===== config.mk =====
export PLATFORM = sky130hd
export DESIGN_NAME = legv8_instr_encoder
export DESIGN_NICKNAME = d
export VERILOG_FILES = /design/src/rtl/legv8_pkg.sv /design/src/rtl/legv8_instr_fifo.sv /design/src/rtl/legv8_instr_encoder.sv
export SDC_FILE = /design/constraint.sdc
export NUM_CORES = 1
export LEC_CHECK = 0
export BUFFER_PORTS_ARGS = -buffer_cell sky130_fd_sc_hd__buf_4
export CAP_MARGIN = 20
export CORE_ASPECT_RATIO = 0.9
export CORE_MARGIN = 3
export CORE_UTILIZATION = 30
export CTS_CLUSTER_DIAMETER = 150
export DETAILED_ROUTE_END_ITERATION = 8
export PLACE_DENSITY = 0.53
export SLEW_MARGIN = 20
export SYNTH_ARGS = -nofsm -noshare
export SYNTH_HDL_FRONTEND = slang
export SYNTH_SLANG_ARGS = --single-unit

===== constraint.sdc =====
create_clock -name clk -period 2.4 [get_ports clk]
set_input_delay 0.48 -clock clk [delete_from_list [all_inputs] [get_ports clk]]
set_output_delay 0.48 -clock clk [all_outputs]
set_load 0.02 [all_outputs]

===== src/rtl/legv8_pkg.sv =====
// legv8_pkg
// Shared LEGv8 encoding table: micro-op kind codes, the 11-bit R/D-type
// opcodes and the 8-bit CB-type opcode. The control-unit decoder imports
// the same package, so the encoder and decoder always use the same encodings.
// Also holds two small helpers used by the encoder's reject logic.
package legv8_pkg;

  // Micro-op kinds as presented on in_op (code 7 is reserved)
  localparam logic [2:0] OP_ADD  = 3'd0;
  localparam logic [2:0] OP_SUB  = 3'd1;
  localparam logic [2:0] OP_AND  = 3'd2;
  localparam logic [2:0] OP_ORR  = 3'd3;
  localparam logic [2:0] OP_LDUR = 3'd4;
  localparam logic [2:0] OP_STUR = 3'd5;
  localparam logic [2:0] OP_CBZ  = 3'd6;

  // Opcodes placed in instr[31:21]
  localparam logic [10:0] OPC_ADD  = 11'b10001011000;
  localparam logic [10:0] OPC_SUB  = 11'b11001011000;
  localparam logic [10:0] OPC_AND  = 11'b10001010000;
  localparam logic [10:0] OPC_ORR  = 11'b10101010000;
  localparam logic [10:0] OPC_LDUR = 11'b11111000010;
  localparam logic [10:0] OPC_STUR = 11'b11111000000;

  // CB-type opcode placed in instr[31:24]
  localparam logic [7:0]  OPC_CBZ  = 8'b10110100;

  // Loads and stores carry a 9-bit DT_address
  function automatic logic is_dtype(input logic [2:0] op);
    return (op == OP_LDUR) || (op == OP_STUR);
  endfunction

  // A 19-bit signed value fits in 9 signed bits when its upper bits [18:8]
  // are all copies of the sign, i.e. all ones or all zeros
  function automatic logic d_imm_fits(input logic [18:0] imm);
    return (&imm[18:8]) | ~(|imm[18:8]);
  endfunction

endpackage


===== src/rtl/legv8_instr_fifo.sv =====
// legv8_instr_fifo
// Small instruction-word FIFO with a valid/ready read side and a registered
// head word. The head is kept in its own register, so the output word comes
// straight from a flop and stays stable while the consumer stalls.
// Ports:
//   clk, reset     rising-edge clock, asynchronous active-high reset
//   push           write push_data this cycle (caller guarantees !full)
//   push_data      word to enqueue
//   full           all DEPTH slots occupied
//   out_valid      head holds a valid word
//   out_ready      consumer takes the head word when out_valid & out_ready
//   head           registered head-of-queue word
module legv8_instr_fifo #(
  parameter int DEPTH = 4,
  parameter int WIDTH = 32
) (
  input  logic             clk,
  input  logic             reset,
  input  logic             push,
  input  logic [WIDTH-1:0] push_data,
  output logic             full,
  output logic             out_valid,
  input  logic             out_ready,
  output logic [WIDTH-1:0] head
);

  localparam int PW = $clog2(DEPTH);
  localparam logic [PW:0] FULL_CNT = (PW+1)'(DEPTH);
  localparam logic [PW:0] ONE_CNT  = (PW+1)'(1);

  logic [WIDTH-1:0] mem [DEPTH];
  logic [PW-1:0]    wr_ptr;
  logic [PW-1:0]    rd_ptr;
  logic [PW-1:0]    rd_next;
  logic [PW:0]      count;
  logic             pop;

  assign full      = (count == FULL_CNT);
  assign out_valid = (count != '0);
  assign pop       = out_valid & out_ready;
  assign rd_next   = rd_ptr + PW'(1);

  // Storage array; it needs no reset because count decides what is valid
  always_ff @(posedge clk) begin
    if (push) begin
      mem[wr_ptr] <= push_data;
    end
  end

  // Pointers, occupancy and the head register. On a pop the head reloads
  // from the next slot, or from the incoming word when only one entry was
  // queued. A push into an empty queue loads the head directly, which gives
  // the one-edge latency from accept to out_valid.
  always_ff @(posedge clk or posedge reset) begin
    if (reset) begin
      wr_ptr <= '0;
      rd_ptr <= '0;
      count  <= '0;
      head   <= '0;
    end else begin
      if (push) begin
        wr_ptr <= wr_ptr + PW'(1);
      end
      if (pop) begin
        rd_ptr <= rd_next;
      end
      case ({push, pop})
        2'b10:   count <= count + ONE_CNT;
        2'b01:   count <= count - ONE_CNT;
        default: count <= count;
      endcase
      if (pop) begin
        if (count == ONE_CNT) begin
          if (push) begin
            head <= push_data;
          end
        end else begin
          head <= mem[rd_next];
        end
      end else if (push && (count == '0)) begin
        head <= push_data;
      end
    end
  end

  // The handshake should make these impossible; flag them if they ever happen
  assert property (@(posedge clk) disable iff (reset) !(push && full));
  assert property (@(posedge clk) disable iff (reset) !(pop && !out_valid));

endmodule


===== src/rtl/legv8_instr_encoder.sv =====
// legv8_instr_encoder
// Turns micro-op requests into 32-bit LEGv8 instruction words and queues
// them for a valid/ready consumer. Requests that cannot be encoded (the
// reserved op, or a load/store whose offset needs more than 9 bits) still
// complete the handshake. They are dropped and counted instead of queued.
// Ports:
//   clk, reset          rising-edge clock, asynchronous active-high reset
//   in_valid/in_ready   request handshake (in_ready = FIFO not full)
//   in_op,in_rd,in_rn,in_rm,in_imm   request fields
//   out_valid/out_ready word stream handshake
//   out_instr           registered encoded word at the FIFO head
//   out_opcode          out_instr[31:21], for the control unit
//   rej_pulse           one-cycle pulse after a rejected request is accepted
//   rej_count           saturating count of rejected requests
module legv8_instr_encoder
  import legv8_pkg::*;
#(
  parameter int DEPTH = 4,
  parameter int CNT_W = 8
) (
  input  logic             clk,
  input  logic             reset,
  input  logic             in_valid,
  output logic             in_ready,
  input  logic [2:0]       in_op,
  input  logic [4:0]       in_rd,
  input  logic [4:0]       in_rn,
  input  logic [4:0]       in_rm,
  input  logic [18:0]      in_imm,
  output logic             out_valid,
  input  logic             out_ready,
  output logic [31:0]      out_instr,
  output logic [10:0]      out_opcode,
  output logic             rej_pulse,
  output logic [CNT_W-1:0] rej_count
);

  logic [31:0] enc_word;
  logic        op_bad;
  logic        is_reject;
  logic        accept;
  logic        push;
  logic        fifo_full;

  // Encode the request fields into a word. R-type always uses shamt 0.
  // The D-type form takes only the low 9 immediate bits; range is checked
  // separately.
  always_comb begin
    enc_word = '0;
    op_bad   = 1'b0;
    case (in_op)
      OP_ADD:  enc_word = {OPC_ADD, in_rm, 6'b0, in_rn, in_rd};
      OP_SUB:  enc_word = {OPC_SUB, in_rm, 6'b0, in_rn, in_rd};
      OP_AND:  enc_word = {OPC_AND, in_rm, 6'b0, in_rn, in_rd};
      OP_ORR:  enc_word = {OPC_ORR, in_rm, 6'b0, in_rn, in_rd};
      OP_LDUR: enc_word = {OPC_LDUR, in_imm[8:0], 2'b00, in_rn, in_rd};
      OP_STUR: enc_word = {OPC_STUR, in_imm[8:0], 2'b00, in_rn, in_rd};
      OP_CBZ:  enc_word = {OPC_CBZ, in_imm, in_rd};
      default: op_bad   = 1'b1;
    endcase
  end

  assign is_reject = op_bad | (is_dtype(in_op) & ~d_imm_fits(in_imm));
  assign accept    = in_valid & in_ready;
  assign push      = accept & ~is_reject;
  assign in_ready  = ~fifo_full;

  legv8_instr_fifo #(
    .DEPTH (DEPTH),
    .WIDTH (32)
  ) u_fifo (
    .clk       (clk),
    .reset     (reset),
    .push      (push),
    .push_data (enc_word),
    .full      (fifo_full),
    .out_valid (out_valid),
    .out_ready (out_ready),
    .head      (out_instr)
  );

  assign out_opcode = out_instr[31:21];

  // Reject reporting: the pulse follows the accepting edge by one cycle,
  // and the counter stops at all-ones instead of wrapping
  always_ff @(posedge clk or posedge reset) begin
    if (reset) begin
      rej_pulse <= 1'b0;
      rej_count <= '0;
    end else begin
      rej_pulse <= accept & is_reject;
      if (accept && is_reject && (rej_count != '1)) begin
        rej_count <= rej_count + CNT_W'(1);
      end
    end
  end

endmodule


# Yosys cells after proc, flatten, opt, wreduce, memory -nomap -nowiden
# Memories as Yosys holds them, arrays and structs flattened.
# Cells that the tools add are included.
# Widths: inputs -> output; s select.
[classes]
addsub = 5
n_mul = 0
div = 0
magnitude_cmp = 0
n_eq_ne = 12
shift = 0
muxes = 9
n_bitwise = 11
n_reduce_logical = 13
[op_table]
columns = ["op", "n"]
rows = [
  ["$pmux 32 s7", 1],
  ["$mux 32", 4],
  ["$eq 3x3->1 const B", 4],
  ["$reduce_and 11->1", 1],
  ["$reduce_or 11->1", 1],
  ["$add 8x1->8 const B", 1],
  ["$ne 8x8->1 const B", 1],
  ["$reduce_or 7->1", 1],
  ["$eq 3x1->1 const B", 2],
  ["$eq 3x2->1 const B", 2],
  ["$logic_not 3->1", 2],
  ["$pmux 3 s2", 1],
  ["$and 1x1->1", 5],
  ["$add 2x1->2 const B", 2],
  ["$not 1->1", 4],
  ["$reduce_bool 2->1", 2],
  ["$add 3x1->3 const B", 1],
  ["$logic_and 1x1->1", 3],
  ["$mux 1", 3],
  ["$ne 3x2->1 const B", 1],
  ["$reduce_bool 3->1", 1],
  ["$sub 3x1->3 const B", 1],
  ["$eq 2x1->1 const B", 1],
  ["$eq 2x2->1 const B", 1],
  ["other kinds (3)", 4],
]
[totals]
register_bits = 48
latch_bits = 0
mem_bits_rw = 128
romBits = 0
inputBits = 41
output_inout_bits = 54
word_cells = 57
mem_count = 1
[memory_table]
columns = ["memory", "depth", "width", "rd", "rd_clocked_by_memory_dff", "wr", "line", "source"]
rows = [
  ["u_fifo.mem", 4, 32, 1, 0, 1, "legv8_instr_fifo.sv:31", "logic [WIDTH-1:0] mem [DEPTH];"],
]

# Depth between registers and ports, before layout
[depth]
word_depth = 11
ltp_mapped = 11
depth_no_buf = 9

# By module
# A second synthesis with hierarchy kept.
[unflattened]
hier_cells = 442
hier_area_um2 = 7503.4
[modules_own_cells]
columns = ["mod", "n_inst", "cells_each", "area_each_um2", "seq_area_each_um2"]
rows = [
  ["legv8_instr_fifo", 1, 326, 6572.6, 4819.6],
  ["legv8_instr_encoder", 1, 116, 930.9, 225.2],
]

# Worst setup path after synthesis
# No wires, ideal clock.
[synth_timing]
path_kind = "input to register"
startpoint = "input in_imm[8]"
endpoint = "memory u_fifo.mem[0][0] (enable)"
setup_time_ps = 392
arrival_time_ps = 2389
required_ps = 2008
setup_slack_ps = -381
cell_stages = 6
path_buffers = 1
cell_sequence = "nand4_1 o311a_1 a21boi_4 and3_2 buf_2 and2_1"
[synth_via]
elab_chain_len = 10
elab_cells_between_ends = 11
cone_classes = "mux (2); bitwise (7); reduce/logical (2)"
[synth_rtl]
columns = ["item", "line", "source"]
rows = [
  ["start: declaration", "legv8_instr_encoder.sv:29", "input logic [18:0] in_imm,"],
  ["$reduce_or 11->1", "legv8_pkg.sv:36", "return (&imm[18:8]) | ~(|imm[18:8]);"],
  ["$not 1->1", "legv8_pkg.sv:36", ""],
  ["$or 1x1->1 *", "legv8_pkg.sv:36", ""],
  ["$not 1->1 *", "legv8_instr_encoder.sv:63", "assign is_reject = op_bad | (is_dtype(in_op) & ~d_imm_fits(in_imm));"],
  ["$and 1x1->1 *", "legv8_instr_encoder.sv:63", ""],
  ["$or 1x1->1 *", "legv8_instr_encoder.sv:63", ""],
  ["$not 1->1 *", "legv8_instr_encoder.sv:65", "assign push = accept & ~is_reject;"],
  ["$and 1x1->1 *", "legv8_instr_encoder.sv:65", ""],
  ["$mux 1 *", "legv8_instr_fifo.sv:45", "if (push) begin"],
  ["$mux 1 (not written as such) *", "legv8_instr_fifo.sv:46", "mem[wr_ptr] <= push_data;"],
  ["end: declaration", "legv8_instr_fifo.sv:31", ""],
]
# Mark *: on every way between the ends. The rest lies on a longest branch, timed or not.

# Final worst setup path
[layout_timing]
startpoint = "register u_fifo.count[0]"
endpoint = "register u_fifo.head[12]"
[layout_via]
elab_chain_len = 7
elab_cells_between_ends = 14
cone_classes = "eq/ne (3); mux (2); bitwise (4); reduce/logical (5)"
[layout_rtl]
columns = ["item", "line", "source"]
rows = [
  ["start: declaration", "legv8_instr_fifo.sv:35", "logic [PW:0] count;"],
  ["start signal: assignment", "legv8_instr_fifo.sv:68", "2'b10: count <= count + ONE_CNT;"],
  ["start signal: assignment", "legv8_instr_fifo.sv:69", "2'b01: count <= count - ONE_CNT;"],
  ["start signal: assignment", "legv8_instr_fifo.sv:70", "default: count <= count;"],
  ["$eq 3x3->1", "legv8_instr_fifo.sv:38", "assign full = (count == FULL_CNT);"],
  ["$not 1->1", "legv8_instr_encoder.sv:66", "assign in_ready = ~fifo_full;"],
  ["$and 1x1->1", "legv8_instr_encoder.sv:64", "assign accept = in_valid & in_ready;"],
  ["$and 1x1->1", "legv8_instr_encoder.sv:65", ""],
  ["$logic_and 1x1->1", "legv8_instr_fifo.sv:80", "end else if (push && (count == '0)) begin"],
  ["$reduce_bool 2->1 (no source line)", "n/a", ""],
  ["$reduce_and 2->1 (no source line)", "n/a", ""],
  ["end signal: assignment", "legv8_instr_fifo.sv:75", "head <= push_data;"],
  ["end signal: assignment", "legv8_instr_fifo.sv:78", "head <= mem[rd_next];"],
  ["end signal: assignment", "legv8_instr_fifo.sv:81", "head <= push_data;"],
  ["end: declaration", "legv8_instr_fifo.sv:24", "output logic [WIDTH-1:0] head"],
]
# Parallel ways exist; a longest one is shown, timed or not.
# A chain may end at the register's enable or synchronous reset.

==> flow_metrics.py <==
metrics = {
    "setup_path": {
        "endpoint_kind": "flop",
        "critPathKind": "reg2reg",
        "cp.arrival_ps": 2480,
        "reg2regPathDepth": 8,
        "r2r_slack_ps": 220,
        "max_stage_delay_ps": 430,
        "cp_max_fo": 20,
        "crit_path_start_kind": "flop",
        "cp_cell_sequence": "inv_1, ha_1, nor2_1, o21a_1, buf_12, a31oi_4, buf_4, mux2_4",
        "cpMaxStageDelayCell": "dfrtp_1",
        "critPathBufInv": 3,
        "cpLargestDelayFamily": "buffers and inverters",
        "crit_required_ps": 2710,
        "r2r_end": "u_fifo.head[12]",
        "timing.rr.start": "u_fifo.count[0]",
    },
    "final_layout": {
        "final_area_um2": 9610,
        "nets": 616,
        "antenna_cells": 0,
        "areaGrowthSynthToFinish_pct": 25.5,
        "layout-drive-gt1-share_pct": 45.0,
    },
    "yosys": {
        "syn_avg_cell_area_um2": 17.1,
        "syn_inst": 449,
        "yosysSeqAreaShare_pct": 65.9,
        "yosys.area.top_type_share_pct": 50.2,
        "synthArstFlopShare_pct": 27.3,
        "synth.net_count": 500,
        "yosysMostFrequentCell": "edfxtp_1",
        "synth_warnings": 0,
        "synth_ff_type": "edfxtp_1",
        "synth_area_um2": 7660,
        "synth.distinct_cells": 40,
        "synth_area_leaders": "edfxtp_1 50%, dfrtp_1 16%, mux4_2 9.4%",
        "yosysTopAreaCell": "edfxtp_1",
        "ys_top_cells_by_count": "128 x edfxtp_1, 48 x dfrtp_1, 32 x mux4_2, 30 x mux2_2, 28 x mux2_4",
        "synth-edff-count": 128,
        "ys_seq_elements": 176,
    },
    "clock_tree": {
        "cts_tree": "done",
        "cts_max_level": 4,
        "cts_sinks": 176,
        "cts_buffers": 17,
        "clk_path_buf_depth": 2,
        "post_cts_buffers": 0,
        "cts_root_buf": "clkbuf_16",
        "cts_resized": 0,
        "clk_pin_slew_ps": 70,
        "hold_buffers": 0,
        "insertion_delay_ps": 420,
    },
    "place": {
        "gp_congestion": 0.776,
        "hpwlAfterDp_um": 11900,
        "portBuffers": 94,
        "place_ws_ps": -5.29,
        "place_area_um2": 9030,
    },
    "routing": {
        "via_per_inst": 4.64,
        "vias": 4245,
        "drt-total-wl_um": 17800,
        "wire_per_inst_um": 19.5,
        "antenna_left": 0,
        "firstDrtPassIters": 4,
        "drc_errors": 0,
        "drt_iter0_drc": 403,
    },
    "floorplan": {
        "die_y_um": 158,
        "rows": 54,
        "coreArea_um2": 24700,
        "die_width_um": 174,
        "io_pins": 95,
        "dieArea_um2": 27500,
        "start_util_pct": 31.1,
    },
    "grt": {
        "met2_usage_pct": 22.8,
        "grt.busiest_layer": "met2",
        "antenna_found_initial": 0,
        "use_met1_pct": 17.2,
        "overflow": 0,
        "grt_max_degree": 35,
        "grt_use_met3_pct": 3.47,
        "grt_usage_pct": 13.4,
        "grt_pass1_vias": 4708,
        "grt_pass1_wl_um": 27600,
    },
    "sta": {
        "fmax_ghz": 0.459,
        "slew_headroom_pct": 53.3,
        "setup_viol": 0,
        "setup_slack_ps": 220,
        "tightest_slew_ps": 694,
        "clock_skew_ps": 7.74,
        "fin_crit_sh_pct": 90.8,
        "hold-worst-slack_ps": 138,
        "hold_viol": 0,
        "slew_violations": 0,
        "period_minus_slack_ps": 2180,
        "grt_setup_unrepaired": "no",
    },
    "power": {
        "vdd_ir_drop_max_uv": 525,
        "p_leak_nw": 3.73,
        "switchingPower_mw": 3.62,
        "seq_power_share_pct": 38.1,
        "p_int_mw": 7.82,
        "clkPwrFrac_pct": 23.6,
        "swShare_pct": 31.6,
        "power_mw": 11.4,
        "p_per_area_nw_per_um2": 1190,
        "combPwrFrac_pct": 38.3,
    },
    "run": {
        "max_cap_viol_count": 0,
    },
    "run_status": {
        "outcome": "complete, no violations",
    },
    "worst_hold_path": {
        "min_path_type": "in2async",
    },
}
-- layer usage --
| metal | vias up | wire [um] |
|---|---|---|
| met5 | - | 0 |
| met4 | 0 | 174 |
| met3 | 16 | 787 |
| met2 | 106 | 8880 |
| met1 | 2190 | 7950 |
| li1 | 1933 | - |
-- power by group through the flow --
stage / clock (mW) / sequential (mW) / combinational [mW]
finish: 2.70 / 4.36 / 4.37
global route: 2.92 / 4.44 / 4.70
CTS: 2.78 / 4.37 / 4.47
detailed placement: 0 / 4.42 / 4.43
global placement: 0 / 4.39 / 4.41
floorplan: 0 / 4.66 / 2.65
-- cells in the final DEF, fill, tap and decap left out, drive strengths merged, types with 3 or more instances in the layout --
cell type and count:
a21oi 3, a221oi 5, a22oi 4, and2 14, buf 129, clkbuf 20
clkinv 4, clkinvlp 4, dfrtp 48, edfxtp 128, ha 10, inv 15
mux2 58, mux2i 3, mux4 32, nand2 20, nand2b 6, nand3 5
nor2 26, nor3 3, nor4 4, o21ai 8, xnor2 6, xor2 8
-- worst max path at each step --
| stage | from | endpoint | slack (ps) | cells past startpoint |
|---|---|---|---|---|
| after detailed placement | in_imm[18] | u_fifo.count[2] | -5 | 9 |
| after global placement | in_imm[18] | u_fifo.count[2] | 30 | 9 |
| after floorplan | in_imm[8] | u_fifo.mem[0][0] | -50 | 6 |
| final | u_fifo.count[0] | u_fifo.head[12] | 220 | 8 |
| after CTS | u_fifo.count[0] | u_fifo.head[12] | 220 | 8 |
| after global routing | u_fifo.count[0] | u_fifo.head[10] | 130 | 8 |
-- cell families (layout without fill, tap and decap cells) --
group,count (synthesis),after routing,share of synthesized area [%]
DFF,176,176,65.9
muxes,93,93,19.7
and+or+nand+nor,84,84,5.29
buffers and inverters,45,174,3.14
AOI/OAI and AO/OA,27,27,2.75
xor gates and xnor gates,14,14,1.60
adders and majority gates,10,10,1.63
-- metrics by stage --
stage               util, %  TNS, ps  std cells
floorplan                 -    -6250        449
global placement       36.6        0        882
detailed placement     36.6    -5.29        882
CTS                    39.0        0        914
global route           39.0        0        914
finish                 39.0        0        914
-- worst register-to-register path, delay by kind of cell, from the launching register on --
family / cells / cell delay [ps]
AND/OR/NAND/NOR: 1 / 80
AO/OA/AOI/OAI: 2 / 400
multiplexers: 1 / 340
buffers and inverters: 3 / 600
flip-flops: 1 / 430
adder cells (fa/ha/maj): 1 / 220
-- sequential cells by signal, indices dropped and copies added, names as in the netlist --
register       count
u_fifo.mem       128
u_fifo.head       32
rej_count          8
u_fifo.count       3
u_fifo.rd_ptr      2
u_fifo.wr_ptr      2
rej_pulse          1
-- final cells by class --
| class | instances | area [um^2] |
|---|---|---|
| Fill cell | 2269 | 15100 |
| Sequential cell | 176 | 5050 |
| Multi-Input combinational cell | 228 | 2380 |
| Timing Repair Buffer | 129 | 1130 |
| Clock buffer | 20 | 447 |
| Tap cell | 336 | 420 |
| Clock inverter | 12 | 135 |
| Inverter | 13 | 48.8 |
Note: power is estimated with default switching activity, not from simulation.
